**config.mk**
```make
export PLATFORM = sky130hd
export DESIGN_NAME = e_m_pipe_reg
export DESIGN_NICKNAME = d
export VERILOG_FILES = /design/src/rtl/e_m_pipe_reg.sv
export SDC_FILE = /design/constraint.sdc
export NUM_CORES = 1
export LEC_CHECK = 0
export BUFFER_PORTS_ARGS = -buffer_cell sky130_fd_sc_hd__buf_2
export CAP_MARGIN = 0
export CORE_AREA = 2 2 146 148
export DETAILED_ROUTE_END_ITERATION = 7
export DIE_AREA = 0 0 148 150
export PLACE_DENSITY = 0.8
export SYNTH_ARGS = -nofsm -noshare
export SYNTH_HDL_FRONTEND = slang
export SYNTH_SLANG_ARGS = --single-unit
export TNS_END_PERCENT = 10
```
**constraint.sdc**
```tcl
create_clock -name clk -period 2.2 [get_ports clk]
set_clock_uncertainty 0.1 [all_clocks]
set_input_delay 0.44 -clock clk [delete_from_list [all_inputs] [get_ports clk]]
set_output_delay 0.44 -clock clk [all_outputs]
set_load 0.005 [all_outputs]
```
**src/rtl/e_m_pipe_reg.sv**
```systemverilog
// E->M pipeline register.
// Picks the E-stage result (ALU or HI/LO read data), latches it together with
// its control fields for the M stage, and supports hold, bubble insertion and
// Tnew countdown for the hazard unit. It also keeps two free-running
// performance counters: stall cycles and bubbles taken.
module e_m_pipe_reg #(
    parameter int unsigned DW = 32,
    parameter int unsigned RW = 5,
    parameter int unsigned TW = 2,
    parameter int unsigned CW = 32
) (
    input  logic          clk,
    input  logic          reset,
    input  logic          en,
    input  logic          flush,
    input  logic [DW-1:0] E_PC,
    input  logic [DW-1:0] E_Instr,
    input  logic [DW-1:0] E_ALUOut,
    input  logic [DW-1:0] E_HILOOut,
    input  logic          E_HILOSel,
    input  logic [DW-1:0] E_rtData,
    input  logic [RW-1:0] E_RegAddr,
    input  logic          E_RegWE,
    input  logic          E_MemWE,
    input  logic [TW-1:0] E_Tnew,
    output logic [DW-1:0] M_PC,
    output logic [DW-1:0] M_Instr,
    output logic [DW-1:0] M_Result,
    output logic [DW-1:0] M_rtData,
    output logic [RW-1:0] M_RegAddr,
    output logic          M_RegWE,
    output logic          M_MemWE,
    output logic [TW-1:0] M_Tnew,
    output logic          M_Valid,
    output logic          M_FwdValid,
    output logic [CW-1:0] StallCnt,
    output logic [CW-1:0] BubbleCnt
);

    // Pipeline payload state and its next-state values.
    logic [DW-1:0] pc_q,       pc_d;
    logic [DW-1:0] instr_q,    instr_d;
    logic [DW-1:0] result_q,   result_d;
    logic [DW-1:0] rt_data_q,  rt_data_d;
    logic [RW-1:0] reg_addr_q, reg_addr_d;
    logic          reg_we_q,   reg_we_d;
    logic          mem_we_q,   mem_we_d;
    logic [TW-1:0] tnew_q,     tnew_d;
    logic          valid_q,    valid_d;

    // Performance counters.
    logic [CW-1:0] stall_cnt_q,  stall_cnt_d;
    logic [CW-1:0] bubble_cnt_q, bubble_cnt_d;

    // Result select and capture-time qualifiers for an advancing instruction.
    logic [DW-1:0] e_result;
    logic          e_reg_we;
    logic [TW-1:0] e_tnew_dec;

    // Select the E-stage result and derive the M-stage control values.
    always_comb begin
        e_result   = E_HILOSel ? E_HILOOut : E_ALUOut;
        // A write to $0 is never architecturally visible; drop it here so
        // the forwarding logic downstream never sees it.
        e_reg_we   = E_RegWE & (E_RegAddr != RW'(0));
        // Tnew counts down by one per stage and saturates at zero.
        e_tnew_dec = (E_Tnew == TW'(0)) ? TW'(0) : E_Tnew - TW'(1);
    end

    // Next-state logic: flush beats hold, and hold beats advance.
    always_comb begin
        pc_d         = pc_q;
        instr_d      = instr_q;
        result_d     = result_q;
        rt_data_d    = rt_data_q;
        reg_addr_d   = reg_addr_q;
        reg_we_d     = reg_we_q;
        mem_we_d     = mem_we_q;
        tnew_d       = tnew_q;
        valid_d      = valid_q;
        stall_cnt_d  = stall_cnt_q;
        bubble_cnt_d = bubble_cnt_q;

        if (flush) begin
            // The bubble keeps the PC so exception and debug logic can
            // still tell where the slot came from.
            pc_d         = E_PC;
            instr_d      = DW'(0);
            result_d     = DW'(0);
            rt_data_d    = DW'(0);
            reg_addr_d   = RW'(0);
            reg_we_d     = 1'b0;
            mem_we_d     = 1'b0;
            tnew_d       = TW'(0);
            valid_d      = 1'b0;
            bubble_cnt_d = bubble_cnt_q + CW'(1);
        end else if (!en) begin
            stall_cnt_d  = stall_cnt_q + CW'(1);
        end else begin
            pc_d         = E_PC;
            instr_d      = E_Instr;
            result_d     = e_result;
            rt_data_d    = E_rtData;
            reg_addr_d   = E_RegAddr;
            reg_we_d     = e_reg_we;
            mem_we_d     = E_MemWE;
            tnew_d       = e_tnew_dec;
            valid_d      = 1'b1;
        end
    end

    // State registers with synchronous active-low reset.
    always_ff @(posedge clk) begin
        if (!reset) begin
            pc_q         <= DW'(0);
            instr_q      <= DW'(0);
            result_q     <= DW'(0);
            rt_data_q    <= DW'(0);
            reg_addr_q   <= RW'(0);
            reg_we_q     <= 1'b0;
            mem_we_q     <= 1'b0;
            tnew_q       <= TW'(0);
            valid_q      <= 1'b0;
            stall_cnt_q  <= CW'(0);
            bubble_cnt_q <= CW'(0);
        end else begin
            pc_q         <= pc_d;
            instr_q      <= instr_d;
            result_q     <= result_d;
            rt_data_q    <= rt_data_d;
            reg_addr_q   <= reg_addr_d;
            reg_we_q     <= reg_we_d;
            mem_we_q     <= mem_we_d;
            tnew_q       <= tnew_d;
            valid_q      <= valid_d;
            stall_cnt_q  <= stall_cnt_d;
            bubble_cnt_q <= bubble_cnt_d;
        end
    end

    // Outputs come straight from registers; the forward-valid flag decodes
    // registered state only, so no input reaches an output in the same cycle.
    always_comb begin
        M_PC       = pc_q;
        M_Instr    = instr_q;
        M_Result   = result_q;
        M_rtData   = rt_data_q;
        M_RegAddr  = reg_addr_q;
        M_RegWE    = reg_we_q;
        M_MemWE    = mem_we_q;
        M_Tnew     = tnew_q;
        M_Valid    = valid_q;
        M_FwdValid = valid_q & reg_we_q & (tnew_q == TW'(0));
        StallCnt   = stall_cnt_q;
        BubbleCnt  = bubble_cnt_q;
    end

endmodule

```
After elaboration in Yosys (flattened, before gate mapping)
Cells that the tools add are included.

cells by class
  muxes and demuxes = 4
  reductions and logical operators = 6
  add/sub/neg operators = 3
  bitwise operators = 6

operator list
  operator               count
  $mux 32                3
  $add 32x1->32 const B  2
  $reduce_bool 5->1      1
  $logic_not 2->1        2
  $and 1x1->1            3
  $not 1->1              3
  $mux 2                 1
  $reduce_and 2->1       1
  $reduce_bool 2->1      1
  $reduce_or 2->1        1
  $sub 2x1->2 const B    1

word-level totals
  input bits = 174
  output and inout port bits = 203
  word-level logic and storage cells = 30
  register bits after elaboration = 202

Depth between registers and ports, before layout
Gate-level depths: netlist of run 1.

  word-level depth = 2
  mapped depth = 7
  mapped depth without buffers = 5

Worst setup path before layout of run 1
Ideal clock, no wire load.

  kind = input port to flip-flop
  start point = input flush
  end point = register stall_cnt_q[20], in the netlist StallCnt[20]
  stages = 6
  library setup time = 0.070 ns
  buffers on the path = 2
  required time = 2.030 ns
  arrival = 2.262 ns
  setup slack = -0.232 ns
  path through = buf_2 -> or3b_4 -> or4_1 -> buf_2 -> or4_1 -> a21oi_1

between the ends
  word-level cells in the longest chain between the ends = 2

ends and longest elaborated chain
  item                        RTL line  source
  start, declared             15        input logic flush,
  $not 1->1 (no line)         n/a
  $reduce_and 2->1 (no line)  n/a
  end signal, assigned        136       stall_cnt_q <= stall_cnt_d;
  end, declared               52        logic [CW-1:0] stall_cnt_q, stall_cnt_d;

No other way between the ends.
A chain may end at the register's enable or synchronous reset.

Worst setup path after layout of run 1
  start point = register stall_cnt_q[0], in the netlist StallCnt[0]
  end point = register stall_cnt_q[18], in the netlist StallCnt[18]

between the ends
  word-level cells in the longest chain between the ends = 1

ends and longest elaborated chain
  item           RTL line  source
  $add 32x1->32  98        stall_cnt_d = stall_cnt_q + CW'(1);

No other way between the ends.

==> results of run 1 <==
[per-stage QoR]
stage          setup TNS [ns]  instances  util, %
3_3_place_gp           -0.391       1515     50.4
5_1_grt                -0.445       1558     54.0
2_1_floorplan          -0.266        875        -
4_1_cts                     0       1555     53.9
6_report                    0       1558     54.0
3_5_place_dp           -0.597       1515     50.4
[routing by layer]
| layer | vias up | GRT usage [%] | routed length, µm |
|---|---|---|---|
| li1 | 3861 | - | - |
| met1 | 3510 | 23.7 | 9520 |
| met2 | 299 | 34.5 | 11700 |
| met3 | 61 | 5.55 | 1970 |
| met4 | 4 | 8.38 | 960 |
| met5 | - | 0 | 21 |
[what timing repair did]
item | 4_1_cts | 5_1_grt
resized for setup | 1 | 0
setup endpoints to repair | 1 | 15
pin swaps | 0 | 1
setup buffers | 0 | 3
[state kept, by name (all words and copies together) (netlist names), 2 cells and up]
signal,count
BubbleCnt,32
M_Instr,32
M_PC,32
M_Result,32
M_rtData,32
StallCnt,32
M_RegAddr,5
M_Tnew,2
[placed cells by master, fill, tap and decap left out, types with 3 or more instances in the layout]
cell and instances:
nand2b_1 4, clkinv_2 5, or4_1 25, o31ai_1 20, xnor2_1 11, clkbuf_16 23, mux2i_1 104, clkbuf_1 6
buf_4 47, nand2_1 82, nor2_1 130, o21ai_0 16, inv_1 12, nand3_1 22, nor3_1 4, a211oi_1 32
nand4_1 17, a21oi_1 74, xor2_1 12, or3_1 17, buf_12 4, dfxtp_1 202, buf_2 375, and4_1 9
or2_2 3
[worst register-to-register path, delay by kind of cell, from the launching register on]
family,cells,cell delay [ns]
adder cells (fa/ha/maj),1,0.16
buffers and inverters,1,0.17
AND/OR/NAND/NOR,3,1.22
AO/OA/AOI/OAI,1,0.14
flip-flops,1,0.33
[layout make-up]
cell class,count,area [µm²]
fill,1924,9520
clock buffer,31,626
multi-input combinational,600,3690
sequential,202,4040
tap,275,344
timing repair buffer,428,2330
inverter,13,48.8
clock inverter,9,78.8
[report_power, final]
| group | switching, µW | internal (µW) |
|---|---|---|
| Clock | 1470 | 2110 |
| Sequential | 56.6 | 3770 |
| Combinational | 373 | 357 |
[logic make-up (layout without fill, tap and decap cells)]
family,Yosys count,in the layout,share of synthesized area (%)
flip-flops,202,202,50.5
buffers and inverters,73,481,3.55
AND/OR/NAND/NOR,326,326,19.3
XOR/XNOR,23,23,2.52
adder cells (fa/ha/maj),2,2,0.312
AO/OA/AOI/OAI,145,145,10.8
multiplexers,104,104,13.0
[worst paths after layout]
kind	end	slack [ns]
max	StallCnt[18]	0.01
min	M_rtData[4]	0.07
max reg2reg	StallCnt[18]	0.01
min reg2reg	M_PC[16]	0.35
==> summary.txt, run 1 <==
syn_area_per_cell = 9.15 µm²
WP data required = 2.54 ns
I/O Buffers = 376
largest net degree at the start of global routing = 142
top post-synthesis cells by count = dfxtp_1, nor2_1, mux2i_1, nand2_1, a21oi_1
Clk pin slew, worst setup/hold paths = 0.06 ns
post-synth top area share = 50.5%
Syn Nets = 1,051
Area Overhead vs Synth = 39.4%
Top FF cell, synth = dfxtp_1
Synth Warn # = 0
Die X = 148 µm
Final Worst Setup Slack = 0.0103 ns
share of layout cells above drive strength 1 = 36.8%
CTS HTree Levels = 1
slew margin rel. = 45.3%
#FFs+latches synth = 202
FP Rows = 53
wire per inst = 15.5 µm
register area share after synthesis = 50.5%
Ports = 377
CP cell instances = ha_1, or3b_4, or4_4, buf_4, or3_1, a21oi_1
CP delay by family, top = simple AND/OR/NAND/NOR gates
worst path arrival time = 2.53 ns
Post-CTS Hold Fix Bufs = 0
Final period util = 99.5%
Synth Instances = 875
critical path class = reg2reg
Cell Pwr Density = 729 nW/µm²
Initial Utilization = 38.7%
Final Hold Fails = 0
Fin Hold WS = 0.0720 ns
Fmax = 457 MHz
Crit. End Element = flip-flop
cell area after synthesis = 8010 µm²
dominant cell type by area after synthesis = dfxtp_1
die height = 150 µm
startpoint class of the critical path = flip-flop
Pre-antenna DRT Iters = 5
gpl congestion = 0.851
Vias = 7,735
Via density = 4.96
Crit-path slowest cell = or4_4
hold path startpoint = E_rtData[4]
vias in the first global route = 7,166
gr ovfl total = 0
CP max stage delay = 0.50 ns
reg2reg start = StallCnt[0]
CTS buffer count = 22
top-count cell post-synth = dfxtp_1
WP buf/inv = 1
final wirelength = 24,100 µm
max-cap viol count = 0
Worst path depth = 6
drt first-iter violations = 366
Tot GR Track Use = 20.1%
worst-margin pin slew = 0.820 ns
CTS Buffer Depth = 3
ANT cells = 0
DP Wirelength = 18,100 µm
Pins Over Slew Limit = 0
min cycle time layout = 2.19 ns
Worst Path Max Fanout = 13
global-route wire length before repair = 36,400 µm
Synth area leaders = dfxtp_1, mux2i_1, nor2_1, a21oi_1, nand2_1
Hold Path Depth = 3
initial antenna violation count = 2
Netlist cell types = 36
DP Area = 10,400 µm²
Place WS = -0.101 ns
EDFF count, synth = 0
Async SR Flop Fraction = 0%
RSZ-0062 raised after global routing = yes
setup violators final = 0
DRC = 0
Clk Latency, worst-skew pair = 0.50 ns
Routed Antenna Nets = 0
post-route cell area = 11,200 µm²
post-layout total power = 8140 µW
CTS tree = done
core area = 20,700 µm²
outcome = finished clean
reg2reg path depth = 6
peak supply drop = 0.508 mV
Nets = 1,443
die footprint = 22,200 µm²
Worst Setup SP = StallCnt[0]
CTS sink cnt = 202
Root Buffer = clkbuf_16
Pleak = 0.00529 µW
Worst Hold Class = in2reg
Note: power is estimated with default switching activity, not from simulation.
==> inputs of run 2 (changes only) <==
--- a/config.mk
+++ b/config.mk
@@ -7,10 +7,11 @@
 export LEC_CHECK = 0
 export BUFFER_PORTS_ARGS = -buffer_cell sky130_fd_sc_hd__buf_2
 export CAP_MARGIN = 0
-export CORE_AREA = 2 2 146 148
+export CELL_PAD_IN_SITES_DETAIL_PLACEMENT = 1
+export CELL_PAD_IN_SITES_GLOBAL_PLACEMENT = 2
+export CORE_UTILIZATION = 23
 export DETAILED_ROUTE_END_ITERATION = 7
-export DIE_AREA = 0 0 148 150
-export PLACE_DENSITY = 0.8
+export PLACE_DENSITY = 0.84
 export SYNTH_ARGS = -nofsm -noshare
 export SYNTH_HDL_FRONTEND = slang
 export SYNTH_SLANG_ARGS = --single-unit
==> run 2 against run 1 <==
Effect of this change:
- the flow now finishes with violations (negative setup slack)
- clock power up 7.5%
- register-to-register slack worse by 0.13 ns
- flip-flop and latch count unchanged
- combinational power up 1%
- sequential share of layout area down 0.92 points
- maximum frequency down 5.7%
- final cell count up 11%
- first-iteration DRC count down 30%
- die area up 60%
- via count up 0.52%
- sequential power about the same
==> summary.txt, run 2 (synthesized netlist as in run 1, its figures left out) <==
M2 GR Usage = 27.5%
RSZ-0062 raised after global routing = yes
wire per inst = 16.4 µm
FP Rows = 67
CTS tree = done
slew margin rel. = 42.7%
CTS Buffer Depth = 3
Pre-antenna DRT Iters = 6
DP Area = 10,600 µm²
post-route cell area = 11,500 µm²
Worst Path Max Fanout = 8
CTS HTree Levels = 1
Pins Over Slew Limit = 0
setup violators final = 8
Area Overhead vs Synth = 43.2%
outcome = finished, violations left
Crit. End Element = flip-flop
initial antenna violation count = 4
Fin Setup TNS = -0.544 ns
Post-CTS Hold Fix Bufs = 0
Initial Utilization = 23.6%
max-cap viol count = 0
Die X = 189 µm
final wirelength = 28,200 µm
CTS buffer count = 24
share of layout cells above drive strength 1 = 37.8%
commonest non-fill, non-tap cell in the layout = buf_2
Clk Latency, worst-skew pair = 0.51 ns
Cell Pwr Density = 734 nW/µm²
fin util = 33.9%
Pleak = 0.00531 µW
gr ovfl total = 0
DRC = 0
core area = 33,900 µm²
Worst Hold Class = in2reg
largest net degree at the start of global routing = 142
die footprint = 35,600 µm²
I/O Buffers = 376
Nets = 1,436
Fmax = 431 MHz
Clk pin slew, worst setup/hold paths = 0.06 ns
worst-margin pin slew = 0.859 ns
Final Hold Fails = 0
DP Wirelength = 20,500 µm
met3 GRT Util = 4.34%
global-route wire length before repair = 43,800 µm
GR peak layer = met2
critical path class = reg2reg
vias in the first global route = 7,986
min cycle time layout = 2.32 ns
peak supply drop = 0.484 mV
failing checks = negative setup slack
Routed Antenna Nets = 0
worst path arrival time = 2.66 ns
WP data required = 2.54 ns
die height = 189 µm
ANT cells = 0
Via density = 4.51
Vias = 7,775
startpoint class of the critical path = flip-flop
most frequent cells in the layout = buf_2, dfxtp_1, nor2_1, mux2i_1, nand2_1
Final period util = 106%
Place WS = -0.177 ns
CTS sink cnt = 202
gpl congestion = 0.791
Final Worst Setup Slack = -0.122 ns
post-layout total power = 8420 µW
met1 Use GR = 17.6%
Root Buffer = clkbuf_16
drt first-iter violations = 255
Tot GR Track Use = 15.2%
Ports = 377
## run 2: cell types whose count changed in the layout (fill, tap and decap cells not counted), moves of 4 or more
cell | previous run | this run
a21oi_2 | 0 | 4
o31ai_1 | 20 | 16
clkbuf_8 | 2 | 6
a21oi_1 | 74 | 70
buf_4 | 47 | 33
o31ai_2 | 0 | 4
## run 2: critical path: stages, from the launching register on
cell and delay (ns):
dfxtp_2 0.35, ha_4 0.13, or3b_4 0.38, or4_4 0.62
or4_1 0.53, a21oi_2 0.15
## run 2: layout make-up
cell class / count / area (µm²)
multi-input combinational: 600 / 3750
clock buffer: 34 / 719
inverter: 13 / 48.8
sequential: 202 / 4050
tap: 448 / 561
clock inverter: 8 / 42.5
timing repair buffer: 419 / 2290
fill: 4077 / 22400
## run 2: where the power goes
group / total, µW / internal [µW] / switching [µW]
Clock: 3850 / 2260 / 1590
Sequential: 3830 / 3770 / 60.3
Combinational: 737 / 359 / 379
## run 2: routing by layer
metal | part of all wire, % | up-vias
li1 | - | 3843
met1 | 41 | 3654
met2 | 50 | 236
met3 | 6.7 | 36
met4 | 2.2 | 6
met5 | 0.17 | -
## run 2: stage by stage
step                      cells  hold WS, ns
after global routing       1724       0.0383
after global placement     1676        0.336
after CTS                  1718       0.0207
after floorplan             875        0.348
after detailed placement   1676        0.344
final                      1724       0.0494
## run 2: final timing paths
check	cells past startpoint	end	start	slack [ns]
setup / recovery	5	StallCnt[30]	StallCnt[0]	-0.12
hold / removal	3	M_rtData[15]	E_rtData[15]	0.05
setup reg to reg	5	StallCnt[30]	StallCnt[0]	-0.12
hold reg to reg	2	M_PC[28]	M_PC[28]	0.35
## run 2: repair_timing
action,4_1_cts,5_1_grt
resized for setup,0,21
cloned,0,1
setup endpoints to repair,4,14
setup buffers,0,5
pin swaps,0,13
